[config.mk]
export PLATFORM = sky130hd
export DESIGN_NAME = sq_recip_counter
export DESIGN_NICKNAME = d
export VERILOG_FILES = /design/src/rtl/sq_recip_counter.sv
export SDC_FILE = /design/constraint.sdc
export NUM_CORES = 1
export LEC_CHECK = 0
export BUFFER_PORTS_ARGS = -buffer_cell sky130_fd_sc_hd__buf_2
export CAP_MARGIN = 20
export CORE_MARGIN = 2
export CORE_UTILIZATION = 50
export CTS_CLUSTER_SIZE = 16
export DETAILED_ROUTE_END_ITERATION = 10
export PLACE_DENSITY_LB_ADDON = 0.15
export SLEW_MARGIN = 10
export SYNTH_ARGS = -nofsm -noshare
export SYNTH_HDL_FRONTEND = slang
export SYNTH_SLANG_ARGS = --single-unit
export TNS_END_PERCENT = 50
[constraint.sdc]
create_clock -name clk_100M -period 7.3 [get_ports clk_100M]
set_input_delay 0.365 -clock clk_100M [delete_from_list [all_inputs] [get_ports clk_100M]]
set_output_delay 0.365 -clock clk_100M [all_outputs]
set_load 0.02 [all_outputs]
[src/rtl/sq_recip_counter.sv]
// sq_recip_counter: reciprocal frequency / duty measurement core.
// Window opens and closes on rising edges of the filtered square wave.
module sq_recip_counter (
  input  logic        clk_100M,
  input  logic        rst_n,
  input  logic        sq_sig_filter,
  input  logic        start,
  input  logic [31:0] gate_len,
  input  logic [31:0] timeout_len,
  output logic        busy,
  output logic        done,
  output logic        timeout,
  output logic [31:0] sig_cnt,
  output logic [31:0] ref_cnt,
  output logic [31:0] high_cnt
);

  typedef enum logic [1:0] {
    IDLE,
    ARM,
    MEAS,
    DONE
  } state_t;

  state_t      state;
  state_t      state_d;
  logic        prev;
  logic        rise;
  logic        tmo_hit;
  logic        closing;
  logic [31:0] gate_q;
  logic [31:0] gate_d;
  logic [31:0] tmo_q;
  logic [31:0] tmo_d;
  logic [31:0] r;
  logic [31:0] r_d;
  logic [31:0] h;
  logic [31:0] h_d;
  logic [31:0] s;
  logic [31:0] s_d;
  logic [31:0] g;
  logic [31:0] g_d;
  logic [31:0] t;
  logic [31:0] t_d;
  logic [31:0] t_inc;
  logic [31:0] sig_d;
  logic [31:0] ref_d;
  logic [31:0] high_d;
  logic        timeout_d;

  assign rise    = sq_sig_filter & ~prev;
  assign t_inc   = t + 32'd1;
  assign tmo_hit = (tmo_q != 32'd0) && (t_inc == tmo_q);
  assign closing = rise && (g >= gate_q);
  assign busy    = (state == ARM) || (state == MEAS);
  assign done    = (state == DONE);

  // State register and all datapath registers.
  always_ff @(posedge clk_100M or negedge rst_n) begin
    if (!rst_n) begin
      state    <= IDLE;
      prev     <= 1'b0;
      gate_q   <= '0;
      tmo_q    <= '0;
      r        <= '0;
      h        <= '0;
      s        <= '0;
      g        <= '0;
      t        <= '0;
      sig_cnt  <= '0;
      ref_cnt  <= '0;
      high_cnt <= '0;
      timeout  <= 1'b0;
    end else begin
      state    <= state_d;
      prev     <= sq_sig_filter;
      gate_q   <= gate_d;
      tmo_q    <= tmo_d;
      r        <= r_d;
      h        <= h_d;
      s        <= s_d;
      g        <= g_d;
      t        <= t_d;
      sig_cnt  <= sig_d;
      ref_cnt  <= ref_d;
      high_cnt <= high_d;
      timeout  <= timeout_d;
    end
  end

  // Next state, window counters and result capture.
  always_comb begin
    state_d   = state;
    gate_d    = gate_q;
    tmo_d     = tmo_q;
    r_d       = r;
    h_d       = h;
    s_d       = s;
    g_d       = g;
    t_d       = t;
    sig_d     = sig_cnt;
    ref_d     = ref_cnt;
    high_d    = high_cnt;
    timeout_d = timeout;
    unique case (state)
      IDLE: begin
        if (start) begin
          state_d = ARM;
          gate_d  = gate_len;
          tmo_d   = timeout_len;
          r_d     = '0;
          h_d     = '0;
          s_d     = '0;
          g_d     = '0;
          t_d     = '0;
        end
      end
      ARM: begin
        if (rise) begin
          state_d = MEAS;
          r_d     = 32'd1;
          h_d     = 32'd1;
          s_d     = '0;
          g_d     = 32'd1;
          t_d     = '0;
        end else begin
          t_d = t_inc;
          if (tmo_hit) begin
            state_d   = DONE;
            sig_d     = '0;
            ref_d     = '0;
            high_d    = '0;
            timeout_d = 1'b1;
          end
        end
      end
      MEAS: begin
        if (closing) begin
          state_d   = DONE;
          sig_d     = s + 32'd1;
          ref_d     = r;
          high_d    = h;
          timeout_d = 1'b0;
        end else if ((!rise && tmo_hit) || (r == '1)) begin
          // Edge gap too long, or the window would overflow.
          state_d   = DONE;
          sig_d     = '0;
          ref_d     = '0;
          high_d    = '0;
          timeout_d = 1'b1;
        end else begin
          r_d = r + 32'd1;
          h_d = h + {31'd0, sq_sig_filter};
          g_d = (g == '1) ? g : g + 32'd1;
          if (rise) begin
            s_d = s + 32'd1;
            t_d = '0;
          end else begin
            t_d = t_inc;
          end
        end
      end
      DONE: begin
        state_d = IDLE;
      end
      default: begin
        state_d = IDLE;
      end
    endcase
  end

endmodule
==> summary.md <==
| Metric | Value |
|---|---|
| Worst min path class | `input pin to flop` |
| Synthesized area | `17900 um^2` |
| First-pass GRT wire length | `78.5 mm` |
| IO buf count | `166` |
| Fin nets | `2019` |
| Complex-gate fraction of the synthesized area | `21.0%` |
| Tot GR Track Use | `25.5%` |
| H-tree depth | `2` |
| CTS tree | `done` |
| Commonest non-fill, non-tap cell in the layout | `dfrtp_1` |
| Number of cell rows | `69` |
| N_diodes | `0` |
| Fin crit period | `4.53 ns` |
| Largest incremental delay on the critical path | `0.65 ns` |
| Dpl ws | `2.89 ns` |
| Final worst setup slack | `2.77 ns` |
| Slew headroom | `25.6%` |
| Leak pwr | `9.21 nW` |
| Post-CTS setup buffer count | `0` |
| Worst-Skew Late Latency | `0.56 ns` |
| Slew Viols, Final | `0` |
| Setup TNS | `0 ns` |
| RSZ-0062 raised after global routing | `false` |
| Initial Util | `50.6%` |
| Clk pwr share | `29.2%` |
| Post-Route WL | `47.9 mm` |
| Combinational power share | `35.8%` |
| CTS Buf Count | `38` |
| Status | `finished clean` |
| Share of the yosys chip area belonging to registers | `45.2%` |
| Clk slew on worst S/H paths | `0.06 ns` |
| Net Sw Power | `2.51 mW` |
| Crit path DAT | `4.98 ns` |
| P_int | `3.86 mW` |
| Routed Antenna Nets | `0` |
| Final setup vio count | `0` |
| Layout cells sized above 1 | `18.1%` |
| Per-cell routed wire length | `20.0 um` |
| Full die area | `37400 um^2` |
| Dpl cell area | `19000 um^2` |
| Sequential Power Share | `35.0%` |
| Period utilization | `62.1%` |
| Worst EP required | `7.75 ns` |
| DR vias/cell | `6.23` |
| Max Clk Rate | `0.221 GHz` |
| Final Hold Vio Count | `0` |
| Post-Synth XOR/XNOR Area | `3.86%` |
| Worst Path Max Fanout | `97` |
| Startpoint class of the critical path | `flop` |
| Core Util, Final | `57.0%` |
| Warnings from Yosys | `0` |
| Root buf cell | `clkbuf_16` |
| Fillers | `3124` |
| Sw Ratio | `39.4%` |
| Post-Synth Simple-Gate Area | `17.6%` |
| Non-Filler Instances | `2394` |
| Worst-margin pin slew | `1.12 ns` |
| Synthesis-to-layout area growth | `12.8%` |
| CTS sink count | `324` |
| Post-synthesis async set-or-reset flop share | `100%` |
| Hold_ws | `0.0394 ns` |
| CP Cell Sequence | `nand4_1 -> or3_1 -> nor4_1 -> nor2_1 -> a2111oi_0 -> nand4_1 -> nor2_1 -> o21ai_4 -> buf_4 -> a22o_1` |
| Die X-Extent | `193 um` |
| Core Region | `35500 um^2` |
| Critical-path top delay cell | `or3_1` |
| Mux share of post-synthesis cell area | `4.97%` |
| 1st-iter DRT viols | `1209` |
| Post-Synth Adder-Cell Area | `3.00%` |
| Die Y-Extent | `193 um` |
| Deepest clock path buffer count | `3` |
| Netlist cell types | `80` |
| Total gr overflow | `0` |
| Endpoint class of the critical path | `flop` |
| Pin count of the biggest net entering global routing | `125` |
| Synth Instances | `1809` |
| First-pass DRT Iterations | `5` |
| Largest family of logic cells by synthesized area | `compound AO/OA/AOI/OAI gates` |
| VDD IR max | `0.000488 V` |
| Via count | `14906` |
| Initial antenna violation count | `0` |
| Pwr dens | `315 nW/um^2` |
| Post-synth EDFFs | `0` |
| Design area | `20200 um^2` |
| Mapped Avg Cell Area | `9.92 um^2` |
| Max Clock Skew | `0.0192 ns` |
| Critical path type | `flop to flop` |
| Most frequent cells in the layout | `dfrtp_1, buf_2, nand2_1, a22o_1, nor2_1` |
| Tot Pwr | `6.37 mW` |
| Max Cap Violations | `0` |
| Io pins | `167` |
| #FFs+latches synth | `324` |
| Post-Place Cells | `2327` |
| DR DRC count | `0` |
| Vias in the first global route | `14398` |
| Gpl congestion | `0.893` |
| Detail Placement HPWL | `31.6 mm` |
| Syn Nets | `1920` |
| Prevailing post-synth register cell | `dfrtp_1` |
-- layout make-up --
type | instances | area [um^2] | area share [%]
sequential | 324 | 8110 | 40.1
inverter | 61 | 229 | 1.13
multi-input combinational | 1294 | 9090 | 44.9
timing repair buffer | 189 | 1030 | 5.09
tap | 461 | 577 | 2.85
clock buffer | 56 | 1110 | 5.48
clock inverter | 9 | 91.3 | 0.451
-- synth_stat cells (13+ instances only) --
cell / count / share of area [%]
dfrtp_1: 324 / 45
nand2_1: 149 / 3.1
a22o_1: 118 / 5.8
clkbuf_1: 95 / 2.0
nor2_1: 95 / 2.0
mux2_2: 71 / 4.5
o21ai_0: 67 / 1.9
nand3_1: 66 / 1.8
o31ai_1: 65 / 2.7
inv_1: 61 / 1.3
and3_1: 57 / 2.0
xnor2_1: 54 / 2.6
nand4_1: 47 / 1.6
ha_1: 43 / 3.0
a21oi_1: 32 / 0.89
a31oi_1: 28 / 0.98
a41oi_1: 28 / 1.4
and2_1: 28 / 0.98
nor4_1: 27 / 0.94
nor3_1: 26 / 0.73
buf_2: 25 / 0.70
o211ai_1: 25 / 1.0
xor2_1: 25 / 1.2
o221ai_1: 24 / 1.2
nand2b_1: 20 / 0.70
o41ai_1: 16 / 0.78
o2bb2ai_1: 15 / 0.73
a221oi_1: 14 / 0.68
nor2b_1: 13 / 0.45
or3_1: 13 / 0.45
-- logic make-up after synthesis --
kind of cell / Yosys count
multiplexers: 80
AND/OR/NAND/NOR: 595
flip-flops: 324
AO/OA/AOI/OAI: 497
XOR/XNOR: 79
adder cells (fa/ha/maj): 43
buffers and inverters: 191
-- worst paths after layout --
check / start / to / slack [ns] / cells after the start
max in group asynchronous: rst_n / t[13]$_DFFE_PN0P_ / 5.54 / 3
min in group asynchronous: rst_n / sig_cnt[14]$_DFFE_PN0P_ / 0.37 / 2
hold reg to reg: sig_cnt[0]$_DFFE_PN0P_ / sig_cnt[0]$_DFFE_PN0P_ / 0.47 / 1
setup reg to reg: t[3]$_DFFE_PN0P_ / high_cnt[21]$_DFFE_PN0P_ / 2.77 / 10
hold / removal: timeout_len[9] / tmo_q[9]$_DFFE_PN0P_ / 0.04 / 2
setup / recovery: t[3]$_DFFE_PN0P_ / high_cnt[21]$_DFFE_PN0P_ / 2.77 / 10
-- power groups by stage --
stage | Clock [mW] | Sequential (mW) | Combinational [mW]
finish | 1.86 | 2.23 | 2.28
global route | 1.97 | 2.26 | 2.52
CTS | 1.91 | 2.23 | 2.28
detailed placement | 0 | 2.26 | 2.27
global placement | 0 | 2.24 | 2.24
floorplan | 0 | 2.17 | 1.73
-- worst max-delay path: cells and delay by family, from the launching register on --
kind | cells | cell delay, ns
compound gates | 3 | 1.08
buf+inv | 1 | 0.44
flops | 1 | 0.50
simple gates | 6 | 2.34
-- what timing repair did --
action / in CTS / in global routing
resized for setup: 0 / 0
hold endpoints to repair: 81 / 0
hold buffers: 2 / 0
-- layer usage --
metal  global-route usage [%]  share of wire [%]
met3                     4.13                5.6
met1                     37.0                 46
met4                     6.81                2.0
met5                        0                  0
met2                     39.7                 46
No activity file was read; power rests on OpenSTA's default activity.
